===== src/rtl/vlsu_ar_mux.sv =====
// vlsu_ar_mux: round-robin AR arbiter with in-order R routing for the VLSU load engines.
// Optional full-stall performance counter enabled by VLSU_AR_MUX_PERF_EN.
module vlsu_ar_mux #(
  parameter int unsigned NrChannels     = 2,
  parameter int unsigned AxiAddrWidth   = 64,
  parameter int unsigned AxiDataWidth   = 64,
  parameter int unsigned MaxOutstanding = 4
) (
  input  logic                                      clk_i,
  input  logic                                      rst_ni,
  input  logic [NrChannels-1:0][AxiAddrWidth-1:0]   ch_ar_addr_i,
  input  logic [NrChannels-1:0][7:0]                ch_ar_len_i,
  input  logic [NrChannels-1:0][2:0]                ch_ar_size_i,
  input  logic [NrChannels-1:0]                     ch_ar_valid_i,
  output logic [NrChannels-1:0]                     ch_ar_ready_o,
  output logic [NrChannels-1:0][AxiDataWidth-1:0]   ch_r_data_o,
  output logic [NrChannels-1:0]                     ch_r_last_o,
  output logic [NrChannels-1:0]                     ch_r_valid_o,
  input  logic [NrChannels-1:0]                     ch_r_ready_i,
  output logic [AxiAddrWidth-1:0]                   ar_addr_o,
  output logic [7:0]                                ar_len_o,
  output logic [2:0]                                ar_size_o,
  output logic                                      ar_valid_o,
  input  logic                                      ar_ready_i,
  input  logic [AxiDataWidth-1:0]                   r_data_i,
  input  logic                                      r_last_i,
  input  logic                                      r_valid_i,
  output logic                                      r_ready_o,
  output logic [$clog2(MaxOutstanding+1)-1:0]       outstanding_o,
`ifdef VLSU_AR_MUX_PERF_EN
  output logic                                      r_orphan_o,
  output logic [31:0]                               perf_full_stall_o
`else
  output logic                                      r_orphan_o
`endif
);
  localparam int unsigned IdxWidth = $clog2(NrChannels);
  localparam int unsigned CntWidth = $clog2(MaxOutstanding + 1);
  localparam int unsigned PtrWidth = MaxOutstanding > 1 ? $clog2(MaxOutstanding) : 1;

  typedef enum logic {S_EMPTY, S_FULL} state_e;

  state_e                  r_state, w_state_nxt;
  logic [AxiAddrWidth-1:0] r_addr;
  logic [7:0]              r_len;
  logic [2:0]              r_size;
  logic [IdxWidth-1:0]     r_rr, w_win, w_c, w_head;
  logic [IdxWidth-1:0]     r_route [MaxOutstanding];
  logic [PtrWidth-1:0]     r_wr, r_rd;
  logic [CntWidth-1:0]     r_cnt;
  logic                    r_orphan, w_any, w_full, w_empty, w_load, w_pop;

  function automatic logic [PtrWidth-1:0] f_inc(input logic [PtrWidth-1:0] p);
    return (p == PtrWidth'(MaxOutstanding - 1)) ? '0 : p + 1'b1;
  endfunction

  assign w_full        = r_cnt == CntWidth'(MaxOutstanding);
  assign w_empty       = r_cnt == '0;
  assign w_head        = r_route[r_rd];
  assign w_pop         = r_valid_i && r_ready_o && r_last_i;
  assign ar_addr_o     = r_addr;
  assign ar_len_o      = r_len;
  assign ar_size_o     = r_size;
  assign ar_valid_o    = r_state == S_FULL;
  assign outstanding_o = r_cnt;
  assign r_orphan_o    = r_orphan;
  assign ch_r_data_o   = {NrChannels{r_data_i}};
  assign ch_r_last_o   = {NrChannels{r_last_i}};

  // Scan downwards so the channel closest after the last winner overrides the rest.
  always_comb begin
    w_win = '0;
    w_any = 1'b0;
    w_c   = '0;
    for (int k = NrChannels - 1; k >= 0; k--) begin
      w_c = IdxWidth'((int'(r_rr) + k) % NrChannels);
      if (ch_ar_valid_i[w_c]) begin
        w_any = 1'b1;
        w_win = w_c;
      end
    end
  end

  always_comb begin
    w_load        = rst_ni && w_any && !w_full && (r_state == S_EMPTY || ar_ready_i);
    w_state_nxt   = w_load ? S_FULL : (ar_ready_i ? S_EMPTY : r_state);
    ch_ar_ready_o = '0;
    if (w_load) ch_ar_ready_o[w_win] = 1'b1;
    ch_r_valid_o  = '0;
    if (!w_empty) ch_r_valid_o[w_head] = r_valid_i;
    r_ready_o     = !w_empty && ch_r_ready_i[w_head];
  end

  always_ff @(posedge clk_i) begin
    if (!rst_ni) begin
      r_state  <= S_EMPTY;
      r_addr   <= '0;
      r_len    <= '0;
      r_size   <= '0;
      r_rr     <= '0;
      r_wr     <= '0;
      r_rd     <= '0;
      r_cnt    <= '0;
      r_orphan <= 1'b0;
    end else begin
      r_state <= w_state_nxt;
      if (w_load) begin
        r_addr <= ch_ar_addr_i[w_win];
        r_len  <= ch_ar_len_i[w_win];
        r_size <= ch_ar_size_i[w_win];
        r_rr   <= (w_win == IdxWidth'(NrChannels - 1)) ? '0 : w_win + 1'b1;
        r_wr   <= f_inc(r_wr);
      end
      if (w_pop) r_rd <= f_inc(r_rd);
      r_cnt <= r_cnt + CntWidth'(w_load) - CntWidth'(w_pop);
      if (w_empty && r_valid_i) r_orphan <= 1'b1;
    end
  end

  always_ff @(posedge clk_i) begin
    if (w_load) r_route[r_wr] <= w_win;
  end

`ifdef VLSU_AR_MUX_PERF_EN
  always_ff @(posedge clk_i) begin
    if (!rst_ni) perf_full_stall_o <= '0;
    else if (|ch_ar_valid_i && w_full && perf_full_stall_o != '1) perf_full_stall_o <= perf_full_stall_o + 1'b1;
  end
`endif

endmodule

===== config.mk =====
export PLATFORM = sky130hd
export DESIGN_NAME = vlsu_ar_mux
export DESIGN_NICKNAME = d
export VERILOG_FILES = /design/src/rtl/vlsu_ar_mux.sv
export SDC_FILE = /design/constraint.sdc
export NUM_CORES = 1
export LEC_CHECK = 0
export ABC_AREA = 1
export CAP_MARGIN = 20
export CORE_AREA = 2 2 168 170
export DETAILED_ROUTE_END_ITERATION = 10
export DIE_AREA = 0 0 170 172
export PLACE_DENSITY = 0.57
export SYNTH_ARGS = -nofsm -noshare
export SYNTH_HDL_FRONTEND = slang
export SYNTH_SLANG_ARGS = --single-unit
export TNS_END_PERCENT = 10

===== constraint.sdc =====
create_clock -name clk_i -period 2.04 [get_ports clk_i]
set_input_delay 0.306 -clock clk_i [delete_from_list [all_inputs] [get_ports clk_i]]
set_output_delay 0.306 -clock clk_i [all_outputs]
set_load 0.01 [all_outputs]

==> metrics.sh, run 1 <==
AREA.GROWTH.SYNTH_TO_FINAL_PCT=47.8
IO_BUFFERS=245
WORST_PATH_FANOUT_MAX=2
INTERNAL_POWER_uW=3890
MAXCLOCKFREQUENCY_MHz=507
TOTAL_SWITCHING_POWER_uW=1810
SYNTH_SEQUENTIAL_AREA_RATIO=0.393
P_COMB_FRAC=0.329
CLKSINKCOUNT=91
TIMING.CRITICAL_PATH.DEPTH=13
DIE_AREA_UM2=29200
WORST_SLEW_PIN_SLEW_PS=1010
FINAL.SETUP_SKEW_PS=9.97
GRT_UTIL_MET1=0.127
SYNTH.TOP_CELLS.BY_COUNT='sky130_fd_sc_hd__buf_4 (134), sky130_fd_sc_hd__nand2_1 (96), sky130_fd_sc_hd__dfxtp_1 (87)'
CLOCK-ROOT-BUFFER='sky130_fd_sc_hd__clkbuf_16'
ANTENNA_CELLS_INSERTED=0
SEQPWRFRAC=0.383
FRACTION_OF_FINAL_LAYOUT_CELLS_SIZED_BEYOND_DRIVE_STRENGTH_1=0.0890
STATUS='finished clean'
POST-ROUTE-MIN-PERIOD_PS=1970
FINAL.SETUP.TNS_PS=0
CRIT_TYPE='flip-flop to flip-flop'
MAXIMUM_NUMBER_OF_PINS_ON_ONE_NET_BEFORE_GLOBAL_ROUTE_REPAIR=80
SETUP_VIOL=0
HTREE_NUM_LEVELS=3
YOSYSMOSTFREQUENTCELL='sky130_fd_sc_hd__buf_4'
BOUNDARYPINS=438
PLACEMENT_ROWS=61
SYN-CELL-AREA_UM2=4740
SYNTH_TOP_CELLS_BY_AREA='sky130_fd_sc_hd__dfxtp_1 (37%), sky130_fd_sc_hd__buf_4 (21%), sky130_fd_sc_hd__a22oi_1 (12%), sky130_fd_sc_hd__a21oi_1 (8.6%), sky130_fd_sc_hd__nand2_1 (7.6%)'
PRECTSSETUPSLACK_PS=-209
MET2_USAGE=0.179
FINAL.HOLD.WORST_SLACK_PS=453
NFILLCELLS=2974
VIA_COUNT_OF_THE_FIRST_GLOBAL_ROUTING_PASS=4116
FF2FF_SETUP_SLACK_PS=70
PWR_DENSITY_CELL_nW_PER_UM2=813
SWSHARE=0.317
FINAL_MIN_PERIOD_OVER_CLOCK_PERIOD=0.967
DRT_FIRST_PASS_ITERS=4
WORST_HOLD_PATH_TYPE='flip-flop to flip-flop'
FP.DIEH_UM=172
FIN_NETS=923
TOTALWIRELENGTH_MM=17.4
CRIT_FAMILY='adder cells'
TIMING.CRITICAL_PATH.SLOWEST_STAGE_CELL='sky130_fd_sc_hd__edfxtp_1'
ROUTED_VIA_COUNT_DIVIDED_BY_CELL_COUNT=4.06
INITIAL_ANTENNA_VIOLATION_COUNT=0
NUM_VIAS=4231
P_TOTAL_uW=5700
WORST_R2R_PATH_DEPTH=13
AVGSYNTHCELLAREA_UM2=8.24
SETUP_SLACK_PS=66.8
CRIT_PATH_MAX_INCR_DELAY_PS=390
REPORTED_MAX_CAP_VIOLATION_COUNT=0
SYNTH-MAIN-FF-CELL='sky130_fd_sc_hd__dfxtp_1'
CELL_CHAIN_CRITICAL_PATH='nand2_1 > nand3_2 > nand2_2 > nand2_2 > nand3_2 > nor2_2 > ha_1 > inv_1 > ha_1 > fa_1 > inv_1 > o21ai_1 > a21oi_1'
P_CLK_FRAC=0.288
TIMING.HOLD.WORST_ENDPOINT='r_orphan_o'
CTS-ROOT-TO-SINK-BUFFERS=2
GRT_FIRST_PASS_WIRELENGTH_MM=24.4
MAPPEDNETLISTNETS=806
PEAK_SUPPLY_DROP_V=0.000269
RSZ0062_AT_GRT='yes'
NUMCTSBUFFERS=9
DRT_DRC_VIOLATIONS_LEFT=0
CRIT_PATH_START_KIND='flip-flop'
GRT.MET3_USAGE=0.0467
CRITICAL_PATH_BUF_INV_COUNT=2
START_UTIL=0.173
CTS_POST_SETUP_BUFFERS_INSERTED=0
DP_HPWL_MM=12.8
SYNTH.FF_LATCH_COUNT=91
ROUTE.ANTENNA.REMAINING_NETS=0
DIEWIDTH_UM=170
WORST-ENDPOINT-REQUIRED_PS=2320
SLEW_VIOLATIONS=0
TIMING.CRITICAL_PATH.TO_TYPE='flip-flop'
SYNTH_CELL_TYPES=23
MOST_CONGESTED_LAYER_REPORTED_BY_GLOBAL_ROUTING='met2'
FINALHOLDVIOLCOUNT=0
WORSTHOLDPATHCELLS=2
MIN-DELAY-START='r_orphan_o'
GRT_UTIL_ALL_LAYERS=0.112
CLKTRANSATPATHREGS_PS=80
CLOCK_LATENCY_PS=350
SYN_INST=575
MAXSLEWHEADROOM=0.330
TOTAL_CONGESTION_OVERFLOW_AFTER_GLOBAL_ROUTING=0
SYNTH_ENABLE_FLOP_CELLS=4
ASYNC_FLOP_SHARE=0
PLACE.GP.CONGESTION=0.753
YOSYS.AREA.TOP_TYPE_SHARE=0.367
DETAIL_ROUTE.ITER0.VIOLATIONS=149
YOSYSWARNINGCOUNT=0
CTS_TREE='done'
STATIC-LEAKAGE-POWER_uW=0.00257
FLOORPLAN.CORE_AREA_UM2=27500
R2R-START='r_route[3]'
ARRIVAL_PS=2260
POST_DRT_WL_PER_CELL_UM=16.7
R2R-END='outstanding_o[2]'
SYNTH.LARGEST_AREA_CELL='sky130_fd_sc_hd__dfxtp_1'
==> how the worst max path moves through the flow <==
| stage | startpoint | to | slack [ps] |
|---|---|---|---|
| floorplan | outstanding_o[1] | outstanding_o[2] | 2 |
| global placement | ch_r_ready_i[1] | outstanding_o[1] | -200 |
| detailed placement | rst_ni | outstanding_o[2] | -210 |
| CTS | outstanding_o[1] | ch_r_valid_o[0] | 3 |
| global route | r_route[3] | outstanding_o[2] | -110 |
| finish | r_route[3] | outstanding_o[2] | 70 |
==> registers in the layout, summed over array words and instances (netlist names), named ones only <==
register,count
ar_addr_o,64
ar_len_o,8
ar_size_o,3
ar_valid_o,1
outstanding_o,3
r_orphan_o,1
r_rd,2
r_route,4
r_rr,1
r_wr,2
==> placed cells by master, fill, tap and decap left out, types with 2 or more instances in the layout <==
cell                              synthesis  layout
sky130_fd_sc_hd__nor2_1                  16      12
sky130_fd_sc_hd__clkdlybuf4s50_1          0     240
sky130_fd_sc_hd__a21oi_1                 81      81
sky130_fd_sc_hd__ha_1                     7       7
sky130_fd_sc_hd__nand2_2                  0       3
sky130_fd_sc_hd__clkbuf_16                0       9
sky130_fd_sc_hd__buf_12                   0       3
sky130_fd_sc_hd__dfxtp_1                 87      84
sky130_fd_sc_hd__inv_6                    0       3
sky130_fd_sc_hd__dfxtp_4                  0       2
sky130_fd_sc_hd__edfxtp_1                 4       4
sky130_fd_sc_hd__nand2_1                 96      93
sky130_fd_sc_hd__inv_1                   23      22
sky130_fd_sc_hd__inv_2                    4       5
sky130_fd_sc_hd__a211oi_1                 2       2
sky130_fd_sc_hd__nor2_4                   1       2
sky130_fd_sc_hd__dlymetal6s2s_1           0       2
sky130_fd_sc_hd__nand3_1                  8       4
sky130_fd_sc_hd__a22oi_1                 75      75
sky130_fd_sc_hd__nor2_2                   1       4
sky130_fd_sc_hd__o21ai_1                  2       2
sky130_fd_sc_hd__dlygate4sd2_1            0       2
sky130_fd_sc_hd__nand3_2                  1       4
sky130_fd_sc_hd__buf_4                  134      21
==> kinds of logic after synthesis <==
family | Yosys count | synth area share
compound gates | 160 | 0.210
xor+xnor | 1 | 0.00185
fa+ha+maj | 8 | 0.0227
buf+inv | 190 | 0.268
flops | 91 | 0.393
simple gates | 125 | 0.106
==> repair_timing <==
item,in CTS,in global routing
pin swaps,0,2
hold buffers,0,0
cloned,0,0
setup endpoints to repair,5,5
gates resized for setup,5,14
hold endpoints to repair,0,0
==> per-layer routing <==
layer  up-vias  part of all wire
met5         -                 0
met1      1913              0.39
met3        55              0.10
met2       225              0.47
met4         0             0.039
li1       2038                 -
==> tightest hold or removal path: cells and delay by family (launching register included) <==
kind            cells  cell delay [ps]
compound gates      1               50
flops               1              310
buf+inv             1               50
==> area by class of cell <==
type / count / area, um2 / share of cell area
Timing Repair Buffer: 269 / 2670 / 0.381
Sequential cell: 91 / 1870 / 0.267
Multi-Input combinational cell: 294 / 1660 / 0.237
Tap cell: 346 / 433 / 0.0618
Clock buffer: 10 / 229 / 0.0327
Inverter: 27 / 101 / 0.0145
Clock inverter: 6 / 47.5 / 0.00678
==> stage by stage <==
stage	util	cells	cell area, um2
3_3_place_gp	0.244	1027	6700
3_5_place_dp	0.244	1027	6700
6_report	0.255	1043	7010
5_1_grt	0.255	1043	7010
2_1_floorplan	-	575	4760
4_1_cts	0.254	1043	6980
==> power groups by stage <==
| stage | clock network, uW | registers (uW) | logic [uW] |
|---|---|---|---|
| 6_report | 1640 | 2180 | 1870 |
| 5_1_grt | 1820 | 2220 | 2060 |
| 4_1_cts | 1760 | 2180 | 1890 |
| 3_5_place_dp | 0 | 2210 | 1890 |
| 3_3_place_gp | 0 | 2210 | 1890 |
| 2_1_floorplan | 0 | 2300 | 980 |
(Power assumes the default switching activity.)
==> inputs of run 2 (changes only) <==
- RECOVER_POWER: default -> 25
==> results of run 2 <==
Final layout, timing and power as in run 1 (identical DEF).
==> inputs of run 3 (changes only) <==
- TNS_END_PERCENT: 10 -> 20
==> results of run 3 <==
Final layout, timing and power as in run 1 (identical DEF).
